### config.mk
export PLATFORM = sky130hd
export DESIGN_NAME = noc_inject_scheduler
export DESIGN_NICKNAME = d
export VERILOG_FILES = /design/src/rtl/noc_inject_scheduler.sv
export SDC_FILE = /design/constraint.sdc
export NUM_CORES = 1
export LEC_CHECK = 0
export CORE_ASPECT_RATIO = 0.9
export CORE_MARGIN = 2
export CORE_UTILIZATION = 40
export CTS_CLUSTER_DIAMETER = 60
export DETAILED_ROUTE_END_ITERATION = 6
export HOLD_SLACK_MARGIN = 0.15
export PLACE_DENSITY = 0.74
export REMOVE_ABC_BUFFERS = 1
export SETUP_SLACK_MARGIN = 0.02
export SLEW_MARGIN = 30
export SYNTH_ARGS = -nofsm -noshare
export SYNTH_HDL_FRONTEND = slang
export SYNTH_SLANG_ARGS = --single-unit
### constraint.sdc
create_clock -name clk -period 6.3 [get_ports clk]
set_input_delay 1.89 -clock clk [delete_from_list [all_inputs] [get_ports clk]]
set_output_delay 1.89 -clock clk [all_outputs]
set_load 0.01 [all_outputs]
### src/rtl/noc_inject_scheduler.sv
// Injection scheduler for one mesh node: round-robin arbitration over local requesters,
// per-destination credit limits, X-first packet formatting and a one-entry output register.
module noc_inject_scheduler #(
  parameter int unsigned FILTER_WIDTH = 8,
  parameter int unsigned WIDTH        = 13 + 5 * FILTER_WIDTH,
  parameter int unsigned NREQ         = 3,
  parameter int unsigned MAX_OUT      = 2,
  parameter int unsigned SRC_NODE     = 12
) (
  input  logic                             clk,
  input  logic                             rst_n,
  input  logic                             en,
  input  logic [NREQ-1:0]                  req_valid,
  output logic [NREQ-1:0]                  req_ready,
  input  logic [4*NREQ-1:0]                req_dest,
  input  logic [NREQ-1:0]                  req_type,
  input  logic [5*FILTER_WIDTH*NREQ-1:0]   req_data,
  output logic                             pkt_valid,
  input  logic                             pkt_ready,
  output logic [WIDTH-1:0]                 pkt_data,
  input  logic                             ack_valid,
  input  logic [3:0]                       ack_node,
  output logic                             ack_ready,
  output logic                             busy,
  output logic [15:0]                      pkt_count,
  output logic                             err_bad_dest,
  output logic                             err_ack_underflow
);

  localparam int unsigned PAY_W  = 5 * FILTER_WIDTH;
  localparam int unsigned PTR_W  = (NREQ > 1) ? $clog2(NREQ) : 1;
  localparam int unsigned CRED_W = 2;
  localparam int unsigned NNODE  = 16;
  localparam int unsigned OUT_NODE = 3;

  typedef enum logic {
    ST_EMPTY = 1'b0,
    ST_HOLD  = 1'b1
  } state_t;

  state_t              state;
  state_t              state_nxt;
  logic [PTR_W-1:0]    rr_ptr;
  logic [CRED_W-1:0]   credit [NNODE];
  logic [NREQ-1:0]     eligible;
  logic                grant_found;
  logic [PTR_W-1:0]    grant_idx;
  logic [PTR_W-1:0]    cand;
  logic                space;
  logic                grant;
  logic                good_grant;
  logic                g_bad;
  logic [3:0]          g_dest;
  logic [WIDTH-1:0]    pkt_fmt;
  logic                load_pkt;
  logic                count_inc;
  logic [NNODE-1:0]    cred_inc;
  logic [NNODE-1:0]    cred_dec;
  logic [NNODE-1:0]    cred_nz;
  logic                ack_underflow;

  function automatic logic [2:0] therm(input logic [1:0] hops);
    case (hops)
      2'd0:    therm = 3'b000;
      2'd1:    therm = 3'b100;
      2'd2:    therm = 3'b110;
      default: therm = 3'b111;
    endcase
  endfunction

  // A requester competes only if enabled and its destination has credit left.
  always_comb begin
    eligible = '0;
    for (int i = 0; i < NREQ; i++) begin
      eligible[i] = en & req_valid[i] &
                    (credit[req_dest[4*i +: 4]] < CRED_W'(MAX_OUT));
    end
  end

  // Round-robin search starting at rr_ptr.
  always_comb begin
    grant_found = 1'b0;
    grant_idx   = '0;
    cand        = '0;
    for (int k = 0; k < NREQ; k++) begin
      cand = PTR_W'((32'(rr_ptr) + 32'(k)) % NREQ);
      if (!grant_found && eligible[cand]) begin
        grant_found = 1'b1;
        grant_idx   = cand;
      end
    end
  end

  always_comb begin
    space      = (state == ST_EMPTY) | pkt_ready;
    grant      = grant_found & space;
    g_dest     = req_dest[4*grant_idx +: 4];
    g_bad      = (g_dest == 4'(SRC_NODE)) | (g_dest == 4'(OUT_NODE));
    good_grant = grant & ~g_bad;
    pkt_fmt    = WIDTH'({req_data[PAY_W*grant_idx +: PAY_W], req_type[grant_idx], 2'b01,
                         therm(2'd3 - g_dest[3:2]), therm(g_dest[1:0]), g_dest});
  end

  always_ff @(posedge clk or negedge rst_n) begin
    if (!rst_n) state <= ST_EMPTY;
    else        state <= state_nxt;
  end

  always_comb begin
    state_nxt = state;
    case (state)
      ST_EMPTY: if (good_grant) state_nxt = ST_HOLD;
      ST_HOLD:  if (pkt_ready && !good_grant) state_nxt = ST_EMPTY;
      default:  state_nxt = ST_EMPTY;
    endcase
  end

  always_comb begin
    req_ready = '0;
    load_pkt  = 1'b0;
    count_inc = 1'b0;
    if (grant) req_ready[grant_idx] = 1'b1;
    load_pkt  = good_grant;
    count_inc = (state == ST_HOLD) & pkt_ready;
  end

  assign pkt_valid = (state == ST_HOLD);
  assign ack_ready = 1'b1;

  always_ff @(posedge clk or negedge rst_n) begin
    if (!rst_n) begin
      pkt_data          <= '0;
      rr_ptr            <= '0;
      pkt_count         <= '0;
      err_bad_dest      <= 1'b0;
      err_ack_underflow <= 1'b0;
    end else begin
      if (load_pkt)  pkt_data  <= pkt_fmt;
      if (count_inc) pkt_count <= pkt_count + 16'd1;
      if (grant) begin
        rr_ptr <= (grant_idx == PTR_W'(NREQ - 1)) ? '0 : grant_idx + PTR_W'(1);
      end
      if (grant && g_bad) err_bad_dest      <= 1'b1;
      if (ack_underflow)  err_ack_underflow <= 1'b1;
    end
  end

  // A grant and a valid ack on the same node cancel; an ack at zero credit is discarded.
  always_comb begin
    ack_underflow = ack_valid & (credit[ack_node] == '0);
    for (int n = 0; n < NNODE; n++) begin
      cred_inc[n] = good_grant & (g_dest == 4'(n));
      cred_dec[n] = ack_valid & (ack_node == 4'(n)) & (credit[n] != '0);
      cred_nz[n]  = (credit[n] != '0);
    end
  end

  always_ff @(posedge clk or negedge rst_n) begin
    if (!rst_n) begin
      for (int n = 0; n < NNODE; n++) credit[n] <= '0;
    end else begin
      for (int n = 0; n < NNODE; n++) begin
        if (cred_inc[n] && !cred_dec[n])      credit[n] <= credit[n] + CRED_W'(1);
        else if (cred_dec[n] && !cred_inc[n]) credit[n] <= credit[n] - CRED_W'(1);
      end
    end
  end

  assign busy = pkt_valid | (|cred_nz);

endmodule
==> results of run 1 <==
## per-stage QoR
stage,area [µm²],worst slack [ps],cells,hold WS [ps]
after floorplan,6382,-1532,628,476.1
after global placement,9224,-548.9,1102,440.9
after detailed placement,9224,-600.9,1102,442.8
after CTS,9565,22.45,1120,459.7
after global routing,9600,24.77,1123,501.8
final,9600,134.5,1123,454.9
## power by group through the flow
| stage | clock, mW | combinational, mW | sequential [mW] |
|---|---|---|---|
| after floorplan | 0 | 0.982 | 1.30 |
| after global routing | 0.668 | 2.17 | 1.32 |
| final | 0.620 | 1.99 | 1.28 |
| after detailed placement | 0 | 1.99 | 1.29 |
| after global placement | 0 | 1.97 | 1.27 |
| after CTS | 0.637 | 2.00 | 1.28 |
## cell usage after synthesis (7+ instances only)
master | count | share of area [%]
sky130_fd_sc_hd__xnor2_1 | 28 | 3.7
sky130_fd_sc_hd__mux2_1 | 49 | 8.4
sky130_fd_sc_hd__a21oi_1 | 14 | 1.1
sky130_fd_sc_hd__a211oi_1 | 10 | 1.1
sky130_fd_sc_hd__buf_4 | 8 | 0.91
sky130_fd_sc_hd__xor2_1 | 35 | 4.7
sky130_fd_sc_hd__dfrtp_1 | 105 | 40
sky130_fd_sc_hd__clkbuf_1 | 20 | 1.1
sky130_fd_sc_hd__mux4_2 | 8 | 2.7
sky130_fd_sc_hd__nor2b_1 | 11 | 1.0
sky130_fd_sc_hd__nor3_1 | 8 | 0.61
sky130_fd_sc_hd__o21ai_0 | 51 | 3.9
sky130_fd_sc_hd__a21o_1 | 7 | 0.80
sky130_fd_sc_hd__ha_1 | 19 | 3.6
sky130_fd_sc_hd__nand2_1 | 63 | 3.6
sky130_fd_sc_hd__a22oi_1 | 46 | 5.3
sky130_fd_sc_hd__inv_1 | 8 | 0.46
sky130_fd_sc_hd__nand3b_1 | 7 | 0.80
sky130_fd_sc_hd__and3_1 | 8 | 0.76
sky130_fd_sc_hd__nor2_1 | 58 | 3.3
sky130_fd_sc_hd__buf_1 | 8 | 0.46
sky130_fd_sc_hd__nand3_1 | 8 | 0.61
## logic make-up after synthesis
group,Yosys count,synth area share (%)
AND/OR/NAND/NOR,197,14.59
AO/OA/AOI/OAI,168,17.64
flip-flops,105,39.99
multiplexers,64,12.23
XOR/XNOR,63,8.398
buffers and inverters,50,3.428
adder cells (fa/ha/maj),19,3.618
other,2,0.1143
## flip-flops by register name, indices dropped and copies added (netlist names)
name	flops
err_ack_underflow	1
pkt_data	52
rr_ptr	2
credit	32
pkt_valid	1
err_bad_dest	1
pkt_count	16
## placed cells by master (no fill, tap or decap), drive strengths merged, types with 7 or more instances in the layout
cell type	instances
inv	10
nor2	58
dfrtp	105
ha	19
a21oi	15
xor2	35
nor3	8
a21o	7
a22oi	47
clkdlybuf4s50	210
mux2	50
a211oi	11
and3	8
mux4	8
xnor2	28
nand2	63
nor2b	11
o21ai	51
nand3b	7
clkbuf	11
nand3	8
buf	51
## critical path: stages
cell	delay, ps
sky130_fd_sc_hd__dlygate4sd2_1	310
sky130_fd_sc_hd__mux4_2	520
sky130_fd_sc_hd__a22o_1	230
sky130_fd_sc_hd__a311oi_2	280
sky130_fd_sc_hd__buf_4	170
sky130_fd_sc_hd__buf_4	130
sky130_fd_sc_hd__a21o_1	150
sky130_fd_sc_hd__buf_4	120
sky130_fd_sc_hd__a21oi_2	50
sky130_fd_sc_hd__nor2_1	150
sky130_fd_sc_hd__clkdlybuf4s15_2	270
## worst max path at each step
stage	startpoint	endpoint	slack, ps	cells past startpoint
3_3_place_gp	req_dest[5]	req_ready[1]	-550	10
4_1_cts	req_dest[2]	req_ready[1]	20	10
2_1_floorplan	req_dest[5]	credit[31]	-1530	12
3_5_place_dp	req_dest[5]	req_ready[1]	-600	10
6_report	req_dest[0]	req_ready[0]	130	11
5_1_grt	req_dest[0]	req_ready[0]	20	11
## routing by layer
| layer | routed length [µm] | vias up | share of wire [%] | global-route usage [%] |
|---|---|---|---|---|
| li1 | - | 2904 | - | - |
| met1 | 8425 | 2946 | 42 | 29.01 |
| met2 | 10020 | 221 | 50 | 39.47 |
| met3 | 1327 | 20 | 6.6 | 6.013 |
| met4 | 250 | 0 | 1.2 | 5.704 |
| met5 | 0 | - | 0 | 0 |
## area by class of cell
cell class	count	area (µm²)	share of cell area, %
clock inverter	6	98.84	1.030
timing repair buffer	271	2584	26.91
tap	207	259.0	2.698
multi-input combinational	515	3770	39.27
inverter	8	30.03	0.3128
antenna	1	2.502	0.02607
clock buffer	10	229.0	2.385
sequential	105	2628	27.37
## timing repair
item                                    CTS  global route
endpoints found under the setup margin    3             3
hold endpoints to repair                  0             0
pin swaps                                 2             2
resized for setup                        16             6
buffers inserted                          2             2
==> results.md, run 1 <==
Setup path:
- The number of cells traversed by the worst register-to-register path is 17.
- Along the worst path, the maximum fanout reaches 4.
- The worst register-to-register path begins at credit[23].
- Across all register-to-register paths, the minimum setup slack is 1850 ps.
- STA classifies the critical path endpoint as an output pin.
- The reg-to-reg endpoint is credit[15].
- The worst setup path is launched from a primary input.
- The worst path arrival time is 4280 ps.
- The kind of critical path is primary input to output pin.
- The required time of the worst setup path is 4410 ps.

Layout:
- In the final design database the tool counted 1076 nets.
- Of the cells placed in the final design, the portion with a size suffix greater than 1 is 10.27%.
- The layout overhead on the synthesized area is 46.12%.
- Counting the fill cells in the layout gives 1405.
- The core occupancy in the finished layout is 59.52%.

Synthesis:
- For this run, the number of Yosys warnings is 0.
- In this run, distinct cell masters in the synthesized netlist total 62.
- The number of synthesized flops with an enable pin is 0.
- The mapped netlist covers 6570 µm².
- The most instantiated flip-flop cell in the synthesis netlist is sky130_fd_sc_hd__dfrtp_1.
- After synthesis the netlist holds a flip-flop and latch count of 105.
- The sequential-to-total area share from yosys stat is 39.99%.
- The post-synthesis instance total is 668.
- The share of async-settable or async-resettable flops after synthesis is 100.0%.
- The average instance area after synthesis is 9.835 µm².

Clock network:
- The root buffer selected by CTS is sky130_fd_sc_hd__clkbuf_16.
- The latest clock arrival within the worst-skew pair is 350 ps.
- The clock slew at the register clock pins of the worst setup and hold paths is 70 ps.
- The clock tree from TritonCTS is done.
- The worst-case clock buffer depth is 2.
- The total clock sinks is 105.
- The number of hold buffers added after CTS was 0.
- The total number of H-tree levels is 3.
- Counting the buffers created by CTS gives 9.

Place:
- The final weighted congestion of routability-driven global placement is 0.8796.
- During placement, the flow inserted port buffers numbering 221.
- The half-perimeter wire length after detailed placement is 15.01 mm.

Power:
- Power spread over the standard cell area amounts to 405.6 nW/µm².
- The part of the power in the clock network is 15.9%.
- The switching power is 1.530 mW.
- The combinational share of power is 51.2%.
- Net switching is 39.28% of the power.
- The cell internal power dissipation is 2.365 mW.
- The fraction of power consumed by sequential logic is 32.9%.
- The completed layout was analyzed and its total power is 3.894 mW.
- For this design the static power due to leakage is 4.031 nW.
- The worst-case IR drop observed on VDD is 0.2348 mV.

Floorplan:
- The floorplan die width is 139.1 µm.
- The total I/O pin count is 224.
- The die area is 17470 µm².
- The floorplan step set the die height to 125.6 µm.
- The number of placement rows is 44.
- For this configuration, the core starts out at a cell density of 40.73%.
- The core box area is 16130 µm².

STA:
- The total of endpoints with negative setup slack in the final report is 0.
- Dividing the final minimum period by the clock period gives 97.87%.
- The headroom to the max-slew limit is 52.07%.
- For the pin with the worst max-slew slack, the measured transition is 716.8 ps.
- Derived from the worst setup path, the maximum achievable clock frequency is 162.2 MHz.
- The total negative slack is 0 ps.
- The count of pins over their slew limit is 0.
- On the final layout, the worst clock skew is 7.348 ps.
- The minimum period implied by the final worst setup slack is 6166 ps.
- Setup repair after global routing left no endpoint under its margin.
- The number of hold violations in the final report was 0.

Routing:
- Dividing the detail-routed wire length by the instance count gives 17.83 µm.
- The post-route antenna net violation count is 0.
- The initial DRC count is 334.
- In the routed design, unresolved DRC markers number 0.
- The number of vias per cell after detailed routing is 5.424.
- The number of detailed-route iterations in the first pass is 5.
- The routed layout has 6091 vias.
- After detailed routing, the total wire length is 20.02 mm.

Global routing:
- The initial antenna violation count is 1.
- The total congestion overflow after global routing is 0.
- The pin count of the biggest net entering global routing is 57.
- Global routing used 22.97% of the available tracks across all layers.
- The via count of the first global-routing pass is 6020.
- The first global-routing pass estimated 31.91 mm of wire.

Worst hold path:
- The beginning of the worst hold path is err_ack_underflow.
- The worst hold path cell count is 1.
- The path with the worst hold slack has its endpoint at err_ack_underflow.
- The worst hold path belongs to the class register to register.

Status:
- The flow ran to the end, and the final reports show no timing, DRC or antenna violations.

Run:
- The max capacitance violation total is 0.
Power figures use the tool's default switching activity.
==> run 2: changes to the inputs <==
--- a/config.mk
+++ b/config.mk
@@ -7,11 +7,12 @@
 export LEC_CHECK = 0
 export CORE_ASPECT_RATIO = 0.9
 export CORE_MARGIN = 2
-export CORE_UTILIZATION = 40
+export CORE_UTILIZATION = 35
+export CTS_BUF_LIST = sky130_fd_sc_hd__clkbuf_4 sky130_fd_sc_hd__clkbuf_8 sky130_fd_sc_hd__clkbuf_16
 export CTS_CLUSTER_DIAMETER = 60
 export DETAILED_ROUTE_END_ITERATION = 6
 export HOLD_SLACK_MARGIN = 0.15
-export PLACE_DENSITY = 0.74
+export PLACE_DENSITY = 0.66
 export REMOVE_ABC_BUFFERS = 1
 export SETUP_SLACK_MARGIN = 0.02
 export SLEW_MARGIN = 30
==> results.md, run 2 (same netlist as run 1, synthesis figures left out) <==
Floorplan:
- The height of the die is 134.0 µm (+6.7%).
- The number of placement rows was 47 (+6.8%).
- The effective utilization at floorplan came to 35.69% (-5.0 points).
- The total I/O pin count is 224 (unchanged).
- The die area is 19890 µm² (+14%).
- The floorplan die width came to 148.4 µm (+6.7%).
- The core box area came to 18410 µm² (+14%).

Power:
- The power consumption was 3.911 mW (+0.42%).
- The total power density per cell area is 403.9 nW/µm² (-0.44%).
- The cell internal power dissipation came to 2.381 mW (+0.68%).
- The combinational share of power came to 51.9% (+0.7 points).
- The fraction of power consumed by sequential logic is 32.7% (-0.2 points).
- The switching portion of total power is 39.12% (-0.16 points).
- The switching power was 1.530 mW (about the same).
- The part of the power in the clock network is 15.3% (-0.6 points).
- The peak supply drop came to 0.2505 mV (+6.7%).
- The leakage power figure came to 4.081 nW (+1.2%).

Setup path:
- The startpoint identified for the worst register-to-register timing path is credit[23].
- The category of the worst setup path launch point is a primary input.
- The required time of the worst setup path is 4410 ps (about the same).
- The number of cells traversed by the worst register-to-register path is 15 (-2).
- The highest fanout seen on the critical path is 7 (+3).
- The register-to-register setup slack is 2090 ps (+240 ps).
- The worst path arrival time is 4170 ps (-110 ps).
- The critical path endpoint category is an output pin.
- The worst register-to-register path ends at credit[23].
- The worst setup path is of the primary input to output pin kind.

STA:
- The transition time at the pin with the least slew margin is 682.0 ps (-34.80 ps).
- Setup repair after global routing left no endpoint under its margin.
- The number of hold violations in the final report is 0 (unchanged).
- The post-route fraction of the period consumed by the critical path came to 96.19% (-1.7 points).
- The worst clock skew on the final layout is 9.155 ps (+1.808 ps).
- The maximum clock frequency is 165.0 MHz (+1.7%).
- The headroom to the max-slew limit is 54.39% (+2.3 points).
- The minimum period implied by the final worst setup slack is 6060 ps (-105.4 ps).
- The total of endpoints with negative setup slack in the final report is 0 (unchanged).
- The count of pins over their slew limit is 0 (unchanged).

Clock network:
- In this run the clock root is driven by a sky130_fd_sc_hd__clkbuf_16.
- The post-cts hold buffer count is 0 (unchanged).
- The latest clock arrival within the worst-skew pair is 350 ps (about the same).
- The setup fix buffers added after clock tree synthesis is 0 (-2).
- The worst-case clock buffer depth came to 2 (unchanged).
- The clock slew at the register clock pins of the worst setup and hold paths was 80 ps (about the same).
- The TritonCTS buffer count is 9 (unchanged).
- The total number of H-tree levels is 3 (unchanged).
- The clock tree from TritonCTS is done.
- The total clock sinks was 105 (unchanged).

Layout:
- The total inserted antenna cells is 0 (-1).
- The leading cell type in the layout, fill and taps excluded is sky130_fd_sc_hd__clkdlybuf4s50_1.
- The proportion of layout cells with a drive suffix above 1 came to 10.97% (+0.69 points).
- The number of flip-flops in the largest register is 52 (unchanged).
- The register with the most flip-flops in the final layout is pkt_data.
- The largest registers in the layout are pkt_data x52, credit x32, pkt_count x16.
- In the layout the commonest cells are sky130_fd_sc_hd__clkdlybuf4s50_1, sky130_fd_sc_hd__dfrtp_1, sky130_fd_sc_hd__nand2_1.
- The layout overhead on the synthesized area is 47.38%.
- The core occupancy in the finished layout was 52.61% (-6.9 points).
- The net count reported at finish is 1082 (+0.56%).

Global routing:
- The overall global routing resource usage is 20.12% (-2.8 points).
- The pin count of the biggest net entering global routing came to 67 (+18%).
- The total congestion overflow after global routing is 0 (unchanged).
- The via count of the first global-routing pass came to 5917 (-1.7%).
- The initial antenna violation count is 0 (-1).
- The first-pass GRT wire length came to 31.46 mm (-1.4%).

Routing:
- The number of detailed-route iterations in the first pass is 5 (unchanged).
- The average wire per standard cell was 17.16 µm (-3.7%).
- The remaining routing DRC violations is 0 (unchanged).
- The post-route antenna net violation count is 0 (unchanged).
- The initial DRC count is 207 (-38%).
- The final wirelength is 20.01 mm (about the same).
- The total vias in the final route is 6034 (-0.94%).
- The number of vias per cell after detailed routing is 5.175 (-4.6%).

Status:
- The flow ran to the end, and the final reports show no timing, DRC or antenna violations.

Worst hold path:
- The hold-critical path endpoint is pkt_data[10].
- The worst hold path belongs to the class register to register.
- The worst hold path cell count came to 1 (unchanged).
- The beginning of the worst hold path is pkt_data[10].

Place:
- The half-perimeter wire length after detailed placement was 15.53 mm (+3.5%).
- The number of buffers inserted by port buffering is 221 (unchanged).
- The final weighted congestion of routability-driven global placement came to 0.8542 (-2.9%).

Run:
- The max capacitance violation total is 0 (unchanged).
[run 2: cell types whose count changed in the layout (fill, tap and decap cells not counted), moves of 2 or more]
cell and change:
sky130_fd_sc_hd__clkdlybuf4s15_2 -3, sky130_fd_sc_hd__dlymetal6s2s_1 +2, sky130_fd_sc_hd__inv_8 +2, sky130_fd_sc_hd__clkbuf_2 +3
sky130_fd_sc_hd__buf_4 +4
[run 2: metrics by stage]
stage	std cells	setup TNS, ps	worst slack (ps)	hold WS [ps]	cell area [µm²]
floorplan	628	-80550	-1532	476.1	6382
global placement	1150	-1501	-558.1	439.9	9359
detailed placement	1150	-1658	-620.6	459.3	9359
CTS	1166	0	1.608	478.2	9676
global route	1166	0	59.95	499.4	9683
finish	1166	0	239.8	474.4	9683
[run 2: worst max-delay path, cell delays in order]
cell	delay [ps]
sky130_fd_sc_hd__clkbuf_2	150
sky130_fd_sc_hd__buf_4	170
sky130_fd_sc_hd__mux2_1	320
sky130_fd_sc_hd__o221ai_1	250
sky130_fd_sc_hd__o211ai_1	170
sky130_fd_sc_hd__buf_4	190
sky130_fd_sc_hd__a21oi_1	140
sky130_fd_sc_hd__o21ai_0	100
sky130_fd_sc_hd__a21o_1	210
sky130_fd_sc_hd__nor4_2	140
sky130_fd_sc_hd__buf_4	150
sky130_fd_sc_hd__dlygate4sd2_1	290
[run 2: power groups by stage]
stage	Clock, mW	Combinational (mW)	Sequential, mW
global placement	0	2.03	1.28
CTS	0.629	2.06	1.28
finish	0.599	2.03	1.28
floorplan	0	0.982	1.30
global route	0.652	2.22	1.32
detailed placement	0	2.05	1.29
[run 2: layer usage]
metal,wire length [µm],track usage [%],up-vias
met3,1446,4.490,26
met4,418,6.667,0
met5,0,0,-
li1,-,-,2928
met2,9726,34.62,191
met1,8421,25.09,2889
[run 2: layout make-up]
class | instances | area (µm²)
tap | 245 | 306.5
clock inverter | 6 | 85.08
sequential | 105 | 2628
multi-input combinational | 515 | 3769
timing repair buffer | 277 | 2633
clock buffer | 10 | 232.7
fill | 1719 | 8723
inverter | 8 | 30.03
[run 2: worst max path at each step]
| stage | from | slack, ps | to | depth (start not counted) |
|---|---|---|---|---|
| 6_report | req_dest[9] | 240 | req_ready[1] | 12 |
| 5_1_grt | req_dest[9] | 60 | req_ready[1] | 12 |
| 4_1_cts | req_dest[10] | 2 | req_ready[1] | 11 |
| 3_5_place_dp | req_dest[5] | -620 | req_ready[1] | 11 |
| 3_3_place_gp | req_dest[5] | -560 | req_ready[1] | 11 |
| 2_1_floorplan | req_dest[5] | -1530 | credit[31] | 12 |
[run 2: what timing repair did]
item | in CTS | in global routing
endpoints found under the setup margin | 3 | 3
pin swaps | 0 | 1
gates resized for setup | 10 | 12
